**src/rtl/sc_bitstream_accum_et_pkg.sv**
```systemverilog
// Shared types and helpers for the stochastic bitstream accumulator.
package sc_accum_pkg;

    typedef enum logic [1:0] {
        IDLE = 2'd0,
        RUN  = 2'd1,
        DONE = 2'd2
    } state_t;

    // Run lengths beyond the full-length run are treated as full length.
    function automatic int unsigned clamp_len(input int unsigned len, input int unsigned cnt_w);
        return (len > cnt_w) ? cnt_w : len;
    endfunction

    function automatic int unsigned slice_lo(input int unsigned idx, input int unsigned cnt_w);
        return idx * (cnt_w + 1);
    endfunction

endpackage

```
**src/rtl/sc_bitstream_accum_et_if.sv**
```systemverilog
// Run control, sample input and result handshake of the bitstream accumulator.
interface sc_bitstream_accum_et_if #(
    parameter int NUM_STREAMS = 8,
    parameter int CNT_W       = 8,
    parameter int LEN_W       = $clog2(CNT_W + 1)
);
    logic                             start;
    logic [LEN_W-1:0]                 len_log2;
    logic                             in_valid;
    logic [NUM_STREAMS-1:0]           bits;
    logic                             busy;
    logic                             out_valid;
    logic                             out_ready;
    logic [NUM_STREAMS*(CNT_W+1)-1:0] result;

    modport master (
        output start, len_log2, in_valid, bits, out_ready,
        input  busy, out_valid, result
    );

    modport slave (
        input  start, len_log2, in_valid, bits, out_ready,
        output busy, out_valid, result
    );
endinterface

```
**src/rtl/sc_bitstream_accum_et_ones_ctr.sv**
```systemverilog
// Per-stream ones counter with synchronous clear.
module sc_ones_ctr #(
    parameter int CNT_W = 8
) (
    input  logic         clk,
    input  logic         rst_n,
    input  logic         clr,
    input  logic         en,
    input  logic         bit_in,
    output logic [CNT_W:0] cnt
);

    // NOTE: sequential state uses non-blocking assignments so every register
    // samples pre-edge values regardless of block ordering.
    always_ff @(posedge clk or negedge rst_n) begin
        if (!rst_n) begin
            cnt <= '0;
        end else if (clr) begin
            cnt <= '0;
        end else if (en) begin
            cnt <= cnt + (CNT_W+1)'(bit_in);
        end
    end

endmodule

```
**src/rtl/sc_bitstream_accum_et.sv**
```systemverilog
// Counts ones per SC bitstream over 2^len valid samples and presents the
// counts rescaled to the full-length run behind a valid/ready handshake.
module sc_bitstream_accum_et
    import sc_accum_pkg::*;
#(
    parameter  int NUM_STREAMS = 8,
    parameter  int CNT_W       = 8,
    localparam int LEN_W       = $clog2(CNT_W + 1)
) (
    input logic                    clk,
    input logic                    rst_n,
    sc_bitstream_accum_et_if.slave bus
);

    localparam int RES_W = NUM_STREAMS * (CNT_W + 1);

    state_t             state_q, state_d;
    logic               clr, en, load;
    logic [LEN_W-1:0]   len_q, len_next, shamt;
    logic [CNT_W:0]     scnt_q, last_idx;
    logic [CNT_W:0]     cnt [NUM_STREAMS];
    logic [RES_W-1:0]   result_q, result_d;

    assign len_next = LEN_W'(clamp_len(32'(bus.len_log2), CNT_W));
    assign last_idx = ((CNT_W+1)'(1) << len_q) - (CNT_W+1)'(1);
    assign shamt    = LEN_W'(CNT_W) - len_q;

    for (genvar g = 0; g < NUM_STREAMS; g++) begin : g_stream
        sc_ones_ctr #(.CNT_W(CNT_W)) u_ctr (
            .clk    (clk),
            .rst_n  (rst_n),
            .clr    (clr),
            .en     (en),
            .bit_in (bus.bits[g]),
            .cnt    (cnt[g])
        );
        // Include the sample being accepted so the result lands on the same edge.
        assign result_d[slice_lo(g, CNT_W) +: CNT_W+1] =
            (cnt[g] + (CNT_W+1)'(bus.bits[g])) << shamt;
    end

    // NOTE: every always_comb output gets a default first so no path
    // leaves it unassigned and infers a latch.
    always_comb begin
        state_d = state_q;
        clr     = 1'b0;
        en      = 1'b0;
        load    = 1'b0;
        unique case (state_q)
            IDLE: begin
                if (bus.start) begin
                    clr     = 1'b1;
                    state_d = RUN;
                end
            end
            RUN: begin
                if (bus.in_valid) begin
                    en = 1'b1;
                    if (scnt_q == last_idx) begin
                        load    = 1'b1;
                        state_d = DONE;
                    end
                end
            end
            DONE: begin
                if (bus.out_ready) begin
                    if (bus.start) begin
                        clr     = 1'b1;
                        state_d = RUN;
                    end else begin
                        state_d = IDLE;
                    end
                end
            end
            default: state_d = IDLE;
        endcase
    end

    // NOTE: the result registers are reset too, so nothing stale is visible
    // after a reset that interrupts a run.
    always_ff @(posedge clk or negedge rst_n) begin
        if (!rst_n) begin
            state_q  <= IDLE;
            len_q    <= '0;
            scnt_q   <= '0;
            result_q <= '0;
        end else begin
            state_q <= state_d;
            if (clr) begin
                len_q  <= len_next;
                scnt_q <= '0;
            end else if (en) begin
                scnt_q <= scnt_q + (CNT_W+1)'(1);
            end
            if (load) begin
                result_q <= result_d;
            end
        end
    end

    assign bus.busy      = (state_q == RUN);
    assign bus.out_valid = (state_q == DONE);
    assign bus.result    = result_q;

endmodule

```
**src/flat_wrapper.sv**
```systemverilog
// flat-port wrapper written by rule: the top's interface ports become plain ports
module sc_bitstream_accum_et_flat import sc_accum_pkg::*;
#(
    parameter  int NUM_STREAMS = 8,
    parameter  int CNT_W       = 8,
    localparam int LEN_W       = $clog2(CNT_W + 1)
)
  (clk, rst_n, bus_start, bus_len_log2, bus_in_valid, bus_bits, bus_out_ready, bus_busy, bus_out_valid, bus_result);
  sc_bitstream_accum_et_if #(.NUM_STREAMS(NUM_STREAMS), .CNT_W(CNT_W)) bus_i ();
  input logic clk;
  input logic rst_n;
  input wire logic [$bits(bus_i.start)-1:0] bus_start;
  input wire logic [$bits(bus_i.len_log2)-1:0] bus_len_log2;
  input wire logic [$bits(bus_i.in_valid)-1:0] bus_in_valid;
  input wire logic [$bits(bus_i.bits)-1:0] bus_bits;
  input wire logic [$bits(bus_i.out_ready)-1:0] bus_out_ready;
  output wire logic [$bits(bus_i.busy)-1:0] bus_busy;
  output wire logic [$bits(bus_i.out_valid)-1:0] bus_out_valid;
  output wire logic [$bits(bus_i.result)-1:0] bus_result;
  assign bus_i.start = bus_start;
  assign bus_i.len_log2 = bus_len_log2;
  assign bus_i.in_valid = bus_in_valid;
  assign bus_i.bits = bus_bits;
  assign bus_i.out_ready = bus_out_ready;
  assign bus_busy = bus_i.busy;
  assign bus_out_valid = bus_i.out_valid;
  assign bus_result = bus_i.result;
  sc_bitstream_accum_et #(.NUM_STREAMS(NUM_STREAMS), .CNT_W(CNT_W)) u_core (.clk(clk), .rst_n(rst_n), .bus(bus_i));
endmodule
```
**config.mk**
```make
export PLATFORM = sky130hd
export DESIGN_NAME = sc_bitstream_accum_et_flat
export DESIGN_NICKNAME = d
export VERILOG_FILES = /design/src/rtl/sc_bitstream_accum_et_pkg.sv /design/src/rtl/sc_bitstream_accum_et_if.sv /design/src/rtl/sc_bitstream_accum_et_ones_ctr.sv /design/src/rtl/sc_bitstream_accum_et.sv /design/src/flat_wrapper.sv
export SDC_FILE = /design/constraint.sdc
export NUM_CORES = 1
export LEC_CHECK = 0
export BUFFER_PORTS_ARGS = -buffer_cell sky130_fd_sc_hd__clkbuf_2
export CAP_MARGIN = 15
export CORE_UTILIZATION = 68
export CTS_BUF_LIST = sky130_fd_sc_hd__clkbuf_4 sky130_fd_sc_hd__clkbuf_8
export CTS_CLUSTER_DIAMETER = 150
export CTS_CLUSTER_SIZE = 14
export DETAILED_ROUTE_END_ITERATION = 10
export PLACE_DENSITY = 0.93
export SLEW_MARGIN = 25
export SYNTH_ARGS = -nofsm -noshare
export SYNTH_HDL_FRONTEND = slang
export SYNTH_SLANG_ARGS = --single-unit
export TNS_END_PERCENT = 50
```
**constraint.sdc**
```tcl
create_clock -name clk -period 6.4 [get_ports clk]
set_clock_uncertainty 0.05 [all_clocks]
set_input_delay 1.28 -clock clk [delete_from_list [all_inputs] [get_ports clk]]
set_output_delay 1.28 -clock clk [all_outputs]
set_load 0.01 [all_outputs]
```
==> impl_metrics.py <==
metrics = {
    "timing": {
        "layout_min_cycle_time_ns": 4.235,
        "finalSetupTns_ns": 0,
        "slew_headroom": 0.2258,
        "setup_ws_ns": 2.165,
        "fin_crit_sh": 0.6618,
        "maxSlewViolCount": 0,
        "worst_pin_slew_ns": 1.157,
        "setup_violations": 0,
        "hold_violations": 0,
        "rsz0062_at_grt": "no",
        "timing.fmax_mhz": 236.1,
    },
    "synth": {
        "yosys_register_bits": 159,
        "ys.flop_type": "dfrtp_1",
        "synth_top_cell_by_area": "dfrtp_1",
        "async_flop_share": 1.000,
        "synth.avg_cell_area_um2": 8.824,
        "syn-instance-count": 1316,
        "ys_warn_count": 0,
        "ys_top_cells_by_area": "dfrtp_1, mux2_4, o21ai_0, nand2_1, nor2_1",
        "ys_seq_area_frac": 0.3426,
        "yosys-top-cells-count": "dfrtp_1, nand2_1, o21ai_0, nor2_1, clkbuf_1",
        "mappedNetlistNets": 1357,
        "syn_area_mm2": 0.01161,
        "yosysMostFrequentCell": "dfrtp_1",
        "netlist.area_leader.share": 0.3426,
        "synth-edff-count": 0,
        "ys_types": 78,
    },
    "grt": {
        "antenna_found_initial": 0,
        "grt_pass1_wl_mm": 54.10,
        "grt-ovfl-total": 0,
        "grt_pass1_vias": 10549,
        "grt_max_degree": 101,
        "grt_use_total": 0.3896,
    },
    "status": {
        "outcome": "complete, no violations",
    },
    "route": {
        "drt_pass1_iterations": 8,
        "initialDrtViolationCount": 1399,
        "via_per_inst": 7.077,
        "routed_wl_mm": 33.57,
        "wl_per_cell_um": 21.66,
        "drtAntennaViolNets": 0,
        "drcViolationCount": 0,
        "vias": 10969,
    },
    "cts": {
        "insertion_delay_ns": 0.47,
        "root_buffer": "clkbuf_8",
        "clockBufferDepth": 2,
        "cts_hold_buf": 0,
        "cts_tree": "done",
        "ctsResizeCount": 0,
        "cts_buffers": 17,
        "path_clk_slew_ns": 0.10,
        "cts_num_sinks": 159,
        "htree_levels": 4,
        "post_cts_buffers": 0,
    },
    "power_and_ir_drop": {
        "p_total_uw": 5973,
        "p_leak_uw": 0.005320,
        "power_density_mw_per_mm2": 485.8,
        "ir_drop_mv": 0.3230,
    },
    "placement": {
        "numPortBuffers": 90,
        "place_inst": 1518,
        "placed_cell_area_mm2": 0.01192,
        "hpwl_mm": 21.66,
        "gp_congestion": 0.9676,
        "place_ws_ns": 2.479,
    },
    "floorplanning": {
        "start_util": 0.6978,
        "fp-row-count": 47,
        "die_y_um": 132.7,
        "die_w_um": 132.7,
        "fp.coreArea_mm2": 0.01664,
        "die_area_mm2": 0.01760,
        "pin_count": 91,
    },
    "final_layout": {
        "final_net_count": 1358,
        "drive_above_1_share": 0.1835,
        "final_area_mm2": 0.01230,
        "syn_to_final_growth_pct": 5.883,
        "antenna_cells": 0,
        "stdcell_count": 1550,
    },
    "critical_path": {
        "required_ns": 6.72,
        "cp_max_fo": 53,
        "startpoint_type": "register",
        "reg2reg_from": "u_core.len_q[0]",
        "critical_path_class": "register to register",
        "reg2reg_depth": 10,
        "crit_path_end_kind": "register",
        "crit_arrival_ns": 4.55,
        "r2r_slack_ns": 2.16,
        "r2r_end": "u_core.bus.result[16]",
    },
    "job": {
        "cap_violations": 0,
    },
    "hold_path": {
        "worstHoldPathType": "register to register",
        "holdCritStartpoint": "u_core.g_stream[1].u_ctr.cnt[7]",
        "worst_hold_path.num_cells": 1,
        "hold-path-endpoint": "u_core.g_stream[1].u_ctr.cnt[7]",
    },
}
## worst max-delay path, cell delays in order (launching register included)
cell      delay, ns
dfrtp_4        0.59
clkinv_1       0.16
ha_2           0.22
ha_1           0.27
buf_4          0.49
clkinv_1       0.95
nand2_1        0.66
a211oi_1       0.11
o21ai_0        0.17
o211ai_1       0.16
mux2_4         0.27
## state kept, by name, indices dropped and copies added (netlist names)
name and cells:
u_core.state_q 2, u_core.g_stream.u_ctr.cnt 72, u_core.bus.result 72, u_core.scnt_q 9, u_core.len_q 4
## cells by family after synthesis
logic type,after synthesis,synth area share
and+or+nand+nor,403,0.1692
xor gates and xnor gates,64,0.04827
AOI/OAI and AO/OA,396,0.2244
muxes,109,0.1255
buffers and inverters,161,0.06411
adders and majority gates,24,0.02586
DFF,159,0.3426
## final cells by class
cell class / count / area [um2]
fillers: 1165 / 4347
well taps: 220 / 275.3
multi-input cells: 996 / 6929
clock buffers: 18 / 241.5
clock inverters: 14 / 133.9
flip-flops and latches: 159 / 3983
inverters: 33 / 123.9
repair buffers: 110 / 609.3
## through the flow
| step | hold WS (ns) | util |
|---|---|---|
| 5_1_grt | 0.4738 | 0.7388 |
| 6_report | 0.4588 | 0.7388 |
| 4_1_cts | 0.4610 | 0.7387 |
| 3_5_place_dp | 0.4360 | 0.7161 |
| 2_1_floorplan | 0.4005 | - |
| 3_3_place_gp | 0.4243 | 0.7161 |
## layout by cell type (no fill, tap or decap), drive strengths merged, types with 14 or more instances in the layout
cell type    n
a211oi      24
a21oi       77
a22o        23
a31oi       22
and3        32
buf         20
clkbuf     108
dfrtp      159
ha          24
inv         36
mux2        71
mux2i       32
nand2      119
nand3       41
nor2       107
nor2b       14
o21ai      115
o31ai       24
xnor2       33
xor2        31
## routing by layer
| metal | share of wire | up-vias | track usage | routed length [um] |
|---|---|---|---|---|
| met3 | 0.10 | 206 | 0.09272 | 3479 |
| met4 | 0.064 | 0 | 0.2561 | 2141 |
| met1 | 0.36 | 5173 | 0.4729 | 12190 |
| met5 | 0 | - | 0 | 0 |
| li1 | - | 4787 | - | - |
| met2 | 0.47 | 803 | 0.6219 | 15750 |
## worst max path at each step
stage,from,to,slack (ns),cells after the start
final,u_core.len_q[0],u_core.bus.result[16],2.16,10
after CTS,u_core.len_q[0],u_core.bus.result[16],2.43,10
after floorplan,u_core.len_q[0],u_core.bus.result[10],2.71,16
after global placement,u_core.len_q[0],u_core.bus.result[50],2.57,10
after detailed placement,u_core.len_q[0],u_core.bus.result[43],2.48,10
after global routing,u_core.len_q[0],u_core.bus.result[16],2.12,10
## power by group
part,internal [uW],switching [uW],total (uW)
logic,1340,2440,3780
registers,1190,257,1450
clock network,318,429,748
total,2850,3130,5970
No activity file was read; power rests on OpenSTA's default activity.
